[src/rtl/rs485_bus_sched_if.sv]
// Requester, UART TX and transceiver-control signals of one RS485 channel scheduler.
`timescale 1ns/1ps
interface rs485_bus_sched_if;
    logic       req0_valid;
    logic [7:0] req0_data;
    logic       req0_last;
    logic       req0_ready;
    logic       req1_valid;
    logic [7:0] req1_data;
    logic       req1_last;
    logic       req1_ready;
    logic [7:0] utx_data;
    logic       utx_valid;
    logic       utx_ready;
    logic       rs485_de;
    logic       rx_en;
    logic [1:0] grant;
    logic       abort_pulse;

    modport master (
        output req0_valid, req0_data, req0_last, req1_valid, req1_data, req1_last, utx_ready,
        input  req0_ready, req1_ready, utx_data, utx_valid, rs485_de, rx_en, grant, abort_pulse
    );

    modport slave (
        input  req0_valid, req0_data, req0_last, req1_valid, req1_data, req1_last, utx_ready,
        output req0_ready, req1_ready, utx_data, utx_valid, rs485_de, rx_en, grant, abort_pulse
    );
endinterface

[src/rtl/rs485_bus_sched.sv]
// Round-robin frame scheduler sharing one RS485 UART TX and DE pin between two requesters.
// Optional RS485_SCHED_RX_MASK_EN: rx_en low while DE is high and for one cycle after it falls.
`timescale 1ns/1ps
module rs485_bus_sched #(
    parameter int DE_LEAD_CYC = 200,
    parameter int DE_LAG_CYC  = 400,
    parameter int MAX_GAP_CYC = 20000
) (
    input  logic             i_sys_clk,
    input  logic             i_rst,
    rs485_bus_sched_if.slave bus
);
    localparam int MAX_AB = (DE_LEAD_CYC > DE_LAG_CYC) ? DE_LEAD_CYC : DE_LAG_CYC;
    localparam int MAXP   = (MAX_AB > MAX_GAP_CYC) ? MAX_AB : MAX_GAP_CYC;
    localparam int CW     = $clog2(MAXP) + 1;

    localparam logic [CW-1:0] C_ZERO     = '0;
    localparam logic [CW-1:0] C_ONE      = CW'(1);
    localparam logic [CW-1:0] C_SAT      = {CW{1'b1}};
    localparam logic [CW-1:0] C_LEAD_END = CW'(DE_LEAD_CYC - 1);
    localparam logic [CW-1:0] C_LAG_END  = CW'(DE_LAG_CYC - 1);
    localparam logic [CW-1:0] C_GAP_END  = CW'(MAX_GAP_CYC - 1);

    typedef enum logic [2:0] {
        ST_IDLE  = 3'd0,
        ST_LEAD  = 3'd1,
        ST_SEND  = 3'd2,
        ST_DRAIN = 3'd3,
        ST_LAG   = 3'd4
    } state_t;

    state_t        r_state, w_state_nx;
    logic [1:0]    r_grant, w_grant_nx;
    logic          r_rr, w_rr_nx;       // 0: req0 wins the next contest
    logic          r_de, w_de_nx;
    logic [CW-1:0] r_cnt, w_cnt_nx;
    logic [CW-1:0] r_gap, w_gap_nx;
    logic          r_abort, w_abort_nx;

    logic          w_gv, w_gl;
    logic [7:0]    w_gd;
    logic [CW-1:0] w_cnt_inc, w_gap_inc;
    logic          w_utx_valid, w_rdy0, w_rdy1;
    logic [7:0]    w_utx_data;

    assign w_gv      = r_grant[1] ? bus.req1_valid : bus.req0_valid;
    assign w_gl      = r_grant[1] ? bus.req1_last  : bus.req0_last;
    assign w_gd      = r_grant[1] ? bus.req1_data  : bus.req0_data;
    assign w_cnt_inc = (r_cnt == C_SAT) ? r_cnt : r_cnt + C_ONE;
    assign w_gap_inc = (r_gap == C_SAT) ? r_gap : r_gap + C_ONE;

    always_ff @(posedge i_sys_clk) begin
        if (i_rst) begin
            r_state <= ST_IDLE;
            r_grant <= 2'b00;
            r_rr    <= 1'b0;
            r_de    <= 1'b0;
            r_cnt   <= C_ZERO;
            r_gap   <= C_ZERO;
            r_abort <= 1'b0;
        end else begin
            r_state <= w_state_nx;
            r_grant <= w_grant_nx;
            r_rr    <= w_rr_nx;
            r_de    <= w_de_nx;
            r_cnt   <= w_cnt_nx;
            r_gap   <= w_gap_nx;
            r_abort <= w_abort_nx;
        end
    end

    always_comb begin
        w_state_nx  = r_state;
        w_grant_nx  = r_grant;
        w_rr_nx     = r_rr;
        w_de_nx     = r_de;
        w_cnt_nx    = r_cnt;
        w_gap_nx    = r_gap;
        w_abort_nx  = 1'b0;
        w_utx_valid = 1'b0;
        w_utx_data  = 8'h00;
        w_rdy0      = 1'b0;
        w_rdy1      = 1'b0;
        case (r_state)
            ST_IDLE: begin
                if (bus.req0_valid || bus.req1_valid) begin
                    w_state_nx = ST_LEAD;
                    w_de_nx    = 1'b1;
                    w_cnt_nx   = C_ZERO;
                    w_gap_nx   = C_ZERO;
                    if (bus.req0_valid && bus.req1_valid) begin
                        w_grant_nx = r_rr ? 2'b10 : 2'b01;
                        w_rr_nx    = ~r_rr;
                    end else begin
                        w_grant_nx = bus.req1_valid ? 2'b10 : 2'b01;
                    end
                end
            end
            ST_LEAD: begin
                if (r_cnt == C_LEAD_END) begin
                    w_state_nx = ST_SEND;
                    w_cnt_nx   = C_ZERO;
                    w_gap_nx   = C_ZERO;
                end else begin
                    w_cnt_nx = w_cnt_inc;
                end
            end
            ST_SEND: begin
                w_utx_valid = w_gv;
                w_utx_data  = w_gd;
                w_rdy0      = r_grant[0] & bus.utx_ready;
                w_rdy1      = r_grant[1] & bus.utx_ready;
                if (w_gv && bus.utx_ready) begin
                    w_gap_nx = C_ZERO;
                    if (w_gl) begin
                        w_state_nx = ST_DRAIN;
                        w_cnt_nx   = C_ZERO;
                    end
                end else if (!w_gv) begin
                    // The requester keeps ownership of the unsent tail of an aborted frame.
                    if (r_gap == C_GAP_END) begin
                        w_state_nx = ST_DRAIN;
                        w_cnt_nx   = C_ZERO;
                        w_abort_nx = 1'b1;
                    end else begin
                        w_gap_nx = w_gap_inc;
                    end
                end
            end
            ST_DRAIN: begin
                // utx_ready can still show idle in the cycle right after the last handshake.
                if (r_cnt == C_ZERO) begin
                    w_cnt_nx = C_ONE;
                end else if (bus.utx_ready) begin
                    w_state_nx = ST_LAG;
                    w_cnt_nx   = C_ZERO;
                end
            end
            ST_LAG: begin
                if (r_cnt == C_LAG_END) begin
                    w_state_nx = ST_IDLE;
                    w_de_nx    = 1'b0;
                    w_grant_nx = 2'b00;
                    w_cnt_nx   = C_ZERO;
                end else begin
                    w_cnt_nx = w_cnt_inc;
                end
            end
            default: begin
                w_state_nx = ST_IDLE;
                w_de_nx    = 1'b0;
                w_grant_nx = 2'b00;
            end
        endcase
    end

    assign bus.utx_valid   = w_utx_valid;
    assign bus.utx_data    = w_utx_data;
    assign bus.req0_ready  = w_rdy0;
    assign bus.req1_ready  = w_rdy1;
    assign bus.rs485_de    = r_de;
    assign bus.grant       = r_grant;
    assign bus.abort_pulse = r_abort;

`ifdef RS485_SCHED_RX_MASK_EN
    logic r_de_d;
    always_ff @(posedge i_sys_clk) begin
        if (i_rst) r_de_d <= 1'b0;
        else       r_de_d <= r_de;
    end
    assign bus.rx_en = ~(r_de | r_de_d);
`else
    assign bus.rx_en = 1'b1;
`endif
endmodule

[src/flat_wrapper.sv]
// flat-port wrapper written by rule: the top's interface ports become plain ports
module rs485_bus_sched_flat 
#(
    parameter int DE_LEAD_CYC = 200,
    parameter int DE_LAG_CYC  = 400,
    parameter int MAX_GAP_CYC = 20000
)
  (i_sys_clk, i_rst, bus_req0_valid, bus_req0_data, bus_req0_last, bus_req1_valid, bus_req1_data, bus_req1_last, bus_utx_ready, bus_req0_ready, bus_req1_ready, bus_utx_data, bus_utx_valid, bus_rs485_de, bus_rx_en, bus_grant, bus_abort_pulse);
  rs485_bus_sched_if bus_i ();
  input  logic i_sys_clk;
  input  logic i_rst;
  input wire logic [$bits(bus_i.req0_valid)-1:0] bus_req0_valid;
  input wire logic [$bits(bus_i.req0_data)-1:0] bus_req0_data;
  input wire logic [$bits(bus_i.req0_last)-1:0] bus_req0_last;
  input wire logic [$bits(bus_i.req1_valid)-1:0] bus_req1_valid;
  input wire logic [$bits(bus_i.req1_data)-1:0] bus_req1_data;
  input wire logic [$bits(bus_i.req1_last)-1:0] bus_req1_last;
  input wire logic [$bits(bus_i.utx_ready)-1:0] bus_utx_ready;
  output wire logic [$bits(bus_i.req0_ready)-1:0] bus_req0_ready;
  output wire logic [$bits(bus_i.req1_ready)-1:0] bus_req1_ready;
  output wire logic [$bits(bus_i.utx_data)-1:0] bus_utx_data;
  output wire logic [$bits(bus_i.utx_valid)-1:0] bus_utx_valid;
  output wire logic [$bits(bus_i.rs485_de)-1:0] bus_rs485_de;
  output wire logic [$bits(bus_i.rx_en)-1:0] bus_rx_en;
  output wire logic [$bits(bus_i.grant)-1:0] bus_grant;
  output wire logic [$bits(bus_i.abort_pulse)-1:0] bus_abort_pulse;
  assign bus_i.req0_valid = bus_req0_valid;
  assign bus_i.req0_data = bus_req0_data;
  assign bus_i.req0_last = bus_req0_last;
  assign bus_i.req1_valid = bus_req1_valid;
  assign bus_i.req1_data = bus_req1_data;
  assign bus_i.req1_last = bus_req1_last;
  assign bus_i.utx_ready = bus_utx_ready;
  assign bus_req0_ready = bus_i.req0_ready;
  assign bus_req1_ready = bus_i.req1_ready;
  assign bus_utx_data = bus_i.utx_data;
  assign bus_utx_valid = bus_i.utx_valid;
  assign bus_rs485_de = bus_i.rs485_de;
  assign bus_rx_en = bus_i.rx_en;
  assign bus_grant = bus_i.grant;
  assign bus_abort_pulse = bus_i.abort_pulse;
  rs485_bus_sched #(.DE_LEAD_CYC(DE_LEAD_CYC), .DE_LAG_CYC(DE_LAG_CYC), .MAX_GAP_CYC(MAX_GAP_CYC)) u_core (.i_sys_clk(i_sys_clk), .i_rst(i_rst), .bus(bus_i));
endmodule
[config.mk]
export PLATFORM = sky130hd
export DESIGN_NAME = rs485_bus_sched_flat
export DESIGN_NICKNAME = d
export VERILOG_FILES = /design/src/rtl/rs485_bus_sched_if.sv /design/src/rtl/rs485_bus_sched.sv /design/src/flat_wrapper.sv
export SDC_FILE = /design/constraint.sdc
export NUM_CORES = 1
export LEC_CHECK = 0
export ABC_AREA = 1
export BUFFER_PORTS_ARGS = -buffer_cell sky130_fd_sc_hd__buf_2
export CELL_PAD_IN_SITES_DETAIL_PLACEMENT = 1
export CELL_PAD_IN_SITES_GLOBAL_PLACEMENT = 1
export CORE_ASPECT_RATIO = 0.8
export CORE_UTILIZATION = 40
export DETAILED_ROUTE_END_ITERATION = 6
export GPL_TIMING_DRIVEN = 0
export PLACE_DENSITY = 0.91
export SYNTH_ARGS = -nofsm -noshare
export SYNTH_HDL_FRONTEND = slang
export SYNTH_SLANG_ARGS = --single-unit
[constraint.sdc]
create_clock -name i_sys_clk -period 2.25 [get_ports i_sys_clk]
set_input_delay 0.225 -clock i_sys_clk [delete_from_list [all_inputs] [get_ports i_sys_clk]]
set_output_delay 0.225 -clock i_sys_clk [all_outputs]
set_load 0.05 [all_outputs]
# After elaboration in Yosys (flattened, before gate mapping)
# Cells that the tools add are included.
# classes
n_addsub,2
n_bitwise,5
n_eq_ne,20
reduce_logical,14
n_mux,44
# ops
op,count
$mux 16,15
$pmux 16 s5,1
$pmux 16 s3,1
$add 16x1->16 const B,2
$eq 16x16->1 const B,2
$mux 3,9
$eq 16x15->1 const B,1
$eq 16x8->1 const B,1
$eq 16x9->1 const B,1
$logic_not 16->1,1
$mux 8,2
$pmux 3 s5,1
$reduce_and 6->1,2
$mux 2,5
$ne 3x2->1 const B,3
$mux 1,8
$reduce_and 8->1,1
$eq 3x2->1 const B,2
$ne 2x1->1 const B,3
$ne 3x3->1 const B,2
$pmux 2 s3,1
$reduce_and 3->1,2
$reduce_bool 5->1,1
$ne 2x2->1 const B,2
other kinds (12),16
# totals
reg_bits,40
elab_cells,92
out_inout_bits,16

# Logic depth before layout (Yosys ltp)
# Gate-level depths: netlist (run 1).
# logic_depth
word_depth,6
ltp_mapped,14

# Worst setup path before layout (run 1)
# Ideal clock, no wire load.
# synth_timing
kind,register to output
startpoint,register u_core.r_state[0]
endpoint,output port bus_req1_ready
path_stages_with_launch,6
path_slack_ns,-0.038
arrival_ns,2.063
cell_sequence,dfxtp_1 -> nor2_1 -> nand2_2 -> clkbuf_1 -> buf_2 -> nor3_1
# synth_between
elab_chain_cells,2
# synth_lines
element,line,rtl
from (decl),rs485_bus_sched.sv:32,"state_t r_state, w_state_nx;"
from (signal assigned),rs485_bus_sched.sv:62,r_state <= w_state_nx;
$eq 3x2->1,rs485_bus_sched.sv:84,case (r_state)
$mux 1,rs485_bus_sched.sv:84,
to (decl),flat_wrapper.sv:20,output wire logic [$bits(bus_i.req1_ready)-1:0] bus_req1_ready;
# No other way between the ends.

# Worst setup path after layout (run 1)
# layout_timing
startpoint,register u_core.r_state[0]
endpoint,output port bus_utx_data[0]
# layout_between
elab_chain_cells,2
# layout_lines
element,line,rtl
$eq 3x2->1,rs485_bus_sched.sv:84,
$mux 8,rs485_bus_sched.sv:84,
to (decl),flat_wrapper.sv:21,output wire logic [$bits(bus_i.utx_data)-1:0] bus_utx_data;
# No other way between the ends.

==> results of run 1 <==
[kinds of logic (layout without fill, tap and decap cells)]
family	count (synthesis)	after routing	share of synthesized area [%]
AND/OR/NAND/NOR	363	363	51.3
buffers and inverters	79	123	11.2
AO/OA/AOI/OAI	55	55	9.00
flip-flops	40	40	25.0
XOR/XNOR	8	8	2.19
adder cells (fa/ha/maj)	3	3	1.17
other	1	1	0.117
[state kept, by name, summed over array words and instances (netlist names)]
name and count:
u_core.bus.rs485_de 1, u_core.bus.grant 2, u_core.bus.abort_pulse 1, u_core.r_rr 1
u_core.r_state 3, u_core.r_gap 16, u_core.r_cnt 16
[cell usage in the layout, fill, tap and decap left out, types with 5 or more instances in the layout]
| cell type | n |
|---|---|
| a21oi_1 | 40 |
| dfxtp_1 | 40 |
| nor2_4 | 5 |
| buf_2 | 44 |
| nand3_1 | 67 |
| nand2_1 | 166 |
| nor3_1 | 9 |
| xor2_1 | 8 |
| nor2_2 | 11 |
| inv_1 | 54 |
| buf_6 | 5 |
| nand2_2 | 12 |
| nor2_1 | 67 |
| nand4_1 | 14 |
| o21ai_0 | 8 |
| clkbuf_8 | 5 |
[layer usage]
metal | global-route usage, % | vias to the layer above | routed length (um)
li1 | - | 1839 | -
met1 | 36.2 | 1786 | 4970
met2 | 49.0 | 145 | 5290
met3 | 4.17 | 17 | 718
met4 | 6.14 | 0 | 124
met5 | 0 | - | 0
[power breakdown]
part	internal, W	switching [W]
combinational	0.000416	0.00102
sequential	0.000765	0.0000618
clock	0.000556	0.000297
[critical path, delay by kind of cell, from the launching register on]
kind | cells | cell delay (ps)
buffers and inverters | 2 | 560
and+or+nand+nor | 2 | 440
DFF | 1 | 400
AOI/OAI and AO/OA | 1 | 160
[path summary, 6_finish.rpt]
kind	endpoint	slack [ps]	cells past startpoint
worst max-delay path	bus_utx_data[0]	160	5
worst min register to register	u_core.bus.grant[0]	490	2
worst max register to register	u_core.r_cnt[1]	170	12
worst min-delay path	u_core.r_rr	260	3
[through the flow]
step                setup WS, ps  instances  power [W]  hold WS (ps)
finish                       156        698    0.00312           262
global route                8.30        698    0.00326           297
CTS                          165        698    0.00311           261
detailed placement           265        691    0.00224           476
global placement             352        691    0.00217           467
floorplan                    238        549    0.00187           406
[cell type report]
class                   instances  area (um^2)
flip-flops and latches         40          801
fillers                      1109         3890
plain buffers                  19          133
well taps                     105          131
repair buffers                 37          185
inverters                      59          221
multi-input cells             430         2040
clock buffers                   5         68.8
clock inverters                 3         90.1
==> flow_summary.ini, run 1 <==
[clocking]
cts_buffers = 5
cts.sinks = 40
clock-root-buffer = clkbuf_8
cts_setup_buffers = 0
cts_tree = built
holdBufCountCts = 0
clockBufferDepth = 2
h-tree-depth = 2
path_clk_slew_ps = 100
cts.repair.resized = 0
insertion_delay_ps = 310

[placed_design]
gp_congestion = 0.941
placed_area_mm2 = 0.00352
port_buffers = 37
dp_hpwl_um = 8140

[critical_path]
critPathMaxFanout = 13
crit_path_end_kind = output pin
path_cells = nor2_1 -> nand2_2 -> buf_2 -> a21oi_1 -> buf_2
crit_arrival_ps = 1870
worstPathRequired_ps = 2030
timing.rr.start = u_core.r_cnt[0]
crit_path_top_delay_cell = dfxtp_1
cp_common_cell = buf_2
crit_start = u_core.r_state[0]
critPathLaunchType = flip-flop
critPathKind = flip-flop to output pin
max_stage_delay_ps = 400

[floorplanning]
die_w_um = 102
ios = 39
die-area_mm2 = 0.00836
core_area_mm2 = 0.00757
die_y_um = 82.0
num_rows = 28
start_util_pct = 42.2

[routing]
wl_per_cell_um = 15.9
drt_iter0_markers = 226
viasPerCell = 5.43
drt-pass1-iter-count = 4
vias = 3787
ant_nets = 0
drc = 0
drt-total-wl_um = 11100

[run_status]
status = finished, final reports clean

[global_routing]
grt_antenna_before_repair = 0
grt_start_max_net_pins = 14
grt_pass1_vias = 3740
grt_pass1_wl_um = 18000
grt_util_all_layers_pct = 27.9
grt-ovfl-total = 0

[synthesis]
syn_nets = 575
synthTopCellsByArea = dfxtp_1 (25%), nand2_1 (19%), nand3_1 (10%), nor2_1 (7.9%), inv_1 (6.3%)
yosys.area.top_type = dfxtp_1
synth_warnings = 0
post-synth-top-count-cell = nand2_1
synth_common_cells = nand2_1 (166), nand3_1 (67), nor2_1 (67)
synthCells = 549
yosys.cell_types.count = 34
synth_top_area_share_pct = 25.0
ys_ff_latch = 40
synth-edff-count = 0
synthArstFlopShare_pct = 0
syn_avg_cell_area_um2 = 5.82
syn_area_mm2 = 0.00320
synth-seq-area-share_pct = 25.0
synth-main-ff-cell = dfxtp_1

[pwr]
powerDensity_mw_per_mm2 = 849
p_leak_nw = 1.63
vdd_drop_max_mv = 0.574

[timing]
slew_headroom_pct = 57.3
min_period_over_period_pct = 93.0
report.final.slew_viol_count = 0
worst_pin_slew_ps = 641
setup_viol = 0
hold_viol = 0
clock.fmax_mhz = 478
finalSetupTns_ps = 0
rsz0062_at_grt = false
finalCriticalPeriod_ps = 2090
fin_skew_ps = 14.3

[cells_and_area]
num_antenna_cells = 0
utilization_pct = 48.5
layout-drive-gt1-share_pct = 16.9
num-nets-final = 618
area_growth_pct = 14.9
finalInstanceArea_mm2 = 0.00367

[worst_hold_path]
hold_path_class = input pin to flip-flop
hp-start = bus_req1_valid

[flow_run]
drv_cap = 0
(Power assumes the default switching activity.)
==> run 2, diff against run 1 <==
Settings changed: CORE_UTILIZATION 40 to 36, PLACE_DENSITY 0.91 to 0.87.
Clock period 2.25 ns to 1.72 ns, I/O delays scaled along.
==> run 2 against run 1 <==
The run now ends with setup timing left. Setup slack worse by 320 ps. Count of clock-buffer cells in the layout up 1. Critical endpoint is now u_core.r_cnt[9]. Power rose by 43%.
==> flow_summary.ini, run 2 (synthesized netlist as in run 1, its figures left out) <==
[routing]
wl_per_cell_um = 20.7
vias = 4222
drt_iter0_markers = 309
drc = 0
ant_nets = 0
drt-total-wl_um = 15200
drt-pass1-iter-count = 5
viasPerCell = 5.74

[worst_hold_path]
hold_path_class = input pin to flip-flop
hold_end = u_core.r_rr
hp-start = bus_req1_valid
hold_depth = 3

[placed_design]
port_buffers = 37
dp.cells = 698
gp_congestion = 0.915
dp_hpwl_um = 8090
placed_area_mm2 = 0.00353

[cells_and_area]
finalInstanceArea_mm2 = 0.00436
instances_no_fill = 736
seq_area_um2 = 850
fillers = 1170
multi_input_area_mm2 = 0.00239
layout_commonest_cell = nand2_1
area_growth_pct = 36.4
num_antenna_cells = 0
largestRegisters = u_core.r_cnt: 16 flops, u_core.r_gap: 16 flops, u_core.r_state: 3 flops
final_cell_mix = nand2_1 (142), nor2_1 (58), nand3_1 (58)
utilization_pct = 51.0
layout-drive-gt1-share_pct = 35.6
num-nets-final = 650

[clocking]
cts.sinks = 40
cts_tree = built
insertion_delay_ps = 320
clock-root-buffer = clkbuf_8
path_clk_slew_ps = 90
h-tree-depth = 2
clockBufferDepth = 2
cts_buffers = 5

[critical_path]
timing.rr.start = u_core.r_cnt[0]
r2r_cells = 10
r2r_end = u_core.r_cnt[9]
critPathKind = flip-flop to flip-flop
r2r_slack_ps = -170
critPathMaxFanout = 5
crit_path_end_kind = flip-flop
worstPathRequired_ps = 1970
critPathLaunchType = flip-flop
crit_arrival_ps = 2140

[flow_run]
drv_cap = 0

[timing]
hold_viol = 0
fin_skew_ps = 9.85
slew_headroom_pct = 43.3
rsz0062_at_grt = true
finalCriticalPeriod_ps = 1890
setup_viol = 31
worst_pin_slew_ps = 850
report.final.slew_viol_count = 0
min_period_over_period_pct = 110
setup_ws_ps = -168
clock.fmax_mhz = 530

[global_routing]
grt_util_all_layers_pct = 25.9
grt-ovfl-total = 0
grt_antenna_before_repair = 0
grt_start_max_net_pins = 20
grt_pass1_wl_um = 18800
grt_pass1_vias = 3888

[floorplanning]
start_util_pct = 37.4
die_y_um = 86.3
num_rows = 30
die_w_um = 107
core_area_mm2 = 0.00856
die-area_mm2 = 0.00926
ios = 39

[pwr]
total_power_w = 0.00446
p_leak_nw = 1.89
vdd_drop_max_mv = 0.727
powerDensity_mw_per_mm2 = 1020

[run_status]
violations = setup timing
status = complete, but fails checks
==> run 2: cell count changes in the layout (fill, tap and decap cells not counted), sizes merged <==
cell,previous run,this run
bufinv,3,0
buf,53,82
clkbuf,8,12
inv,58,57
clkinv,1,2
clkinvlp,0,1
==> run 2: final cells by class <==
cell class                      count  share of cell area (%)
Inverter                           59                    5.28
Clock inverter                      1                   0.115
Tap cell                          112                    3.21
Multi-Input combinational cell    430                    54.9
Timing Repair Buffer               70                    11.5
Clock buffer                        6                    1.66
Buffer                             18                    3.90
Sequential cell                    40                    19.5
==> run 2: routing by layer <==
metal | GRT usage [%] | routed length [um] | up-vias
li1 | - | - | 1903
met1 | 32.8 | 6090 | 2087
met2 | 45.1 | 7570 | 172
met3 | 4.21 | 901 | 60
met4 | 8.09 | 649 | 0
met5 | 0 | 0 | -
==> run 2: through the flow <==
stage          setup TNS [ps]  hold slack, ps  setup WS (ps)
2_1_floorplan           -2110             353           -239
3_3_place_gp            -5690             461           -182
3_5_place_dp            -8430             483           -236
4_1_cts                     0             178           3.38
5_1_grt                 -4500             207           -239
6_report                -2190             185           -168
==> run 2: critical path: stages (launching register included) <==
cell	delay, ps
dfxtp_4	400
ha_4	210
nand2_4	80
nor2_4	150
nand2_4	80
nor2_4	180
inv_4	80
clkbuf_16	160
nand2_1	90
o21ai_0	160
a21oi_2	200
==> run 2: worst max path at each step <==
stage / startpoint / endpoint / slack [ps]
floorplan: u_core.r_state[0] / bus_utx_data[0] / -240
global placement: u_core.r_cnt[0] / u_core.r_cnt[6] / -180
detailed placement: u_core.r_cnt[0] / u_core.r_cnt[3] / -240
CTS: u_core.bus.grant[1] / u_core.r_cnt[0] / 3
global route: u_core.r_cnt[0] / u_core.r_state[0] / -240
finish: u_core.r_cnt[0] / u_core.r_cnt[9] / -170
==> run 2: repair_timing <==
action | in CTS | in global routing
hold buffers | 0 | 0
gates cloned | 1 | 4
resized for setup | 45 | 116
setup buffers | 10 | 18
endpoints found under the setup margin | 46 | 40
pin swaps | 11 | 30
==> run 2: power by group <==
group	switching, W	internal [W]	leakage, nW	total (W)
logic	0.00171	0.000947	1.51	0.00266
clock network	0.000395	0.000277	0.0410	0.000672
registers	0.000110	0.00102	0.339	0.00113
total	0.00221	0.00224	1.89	0.00446
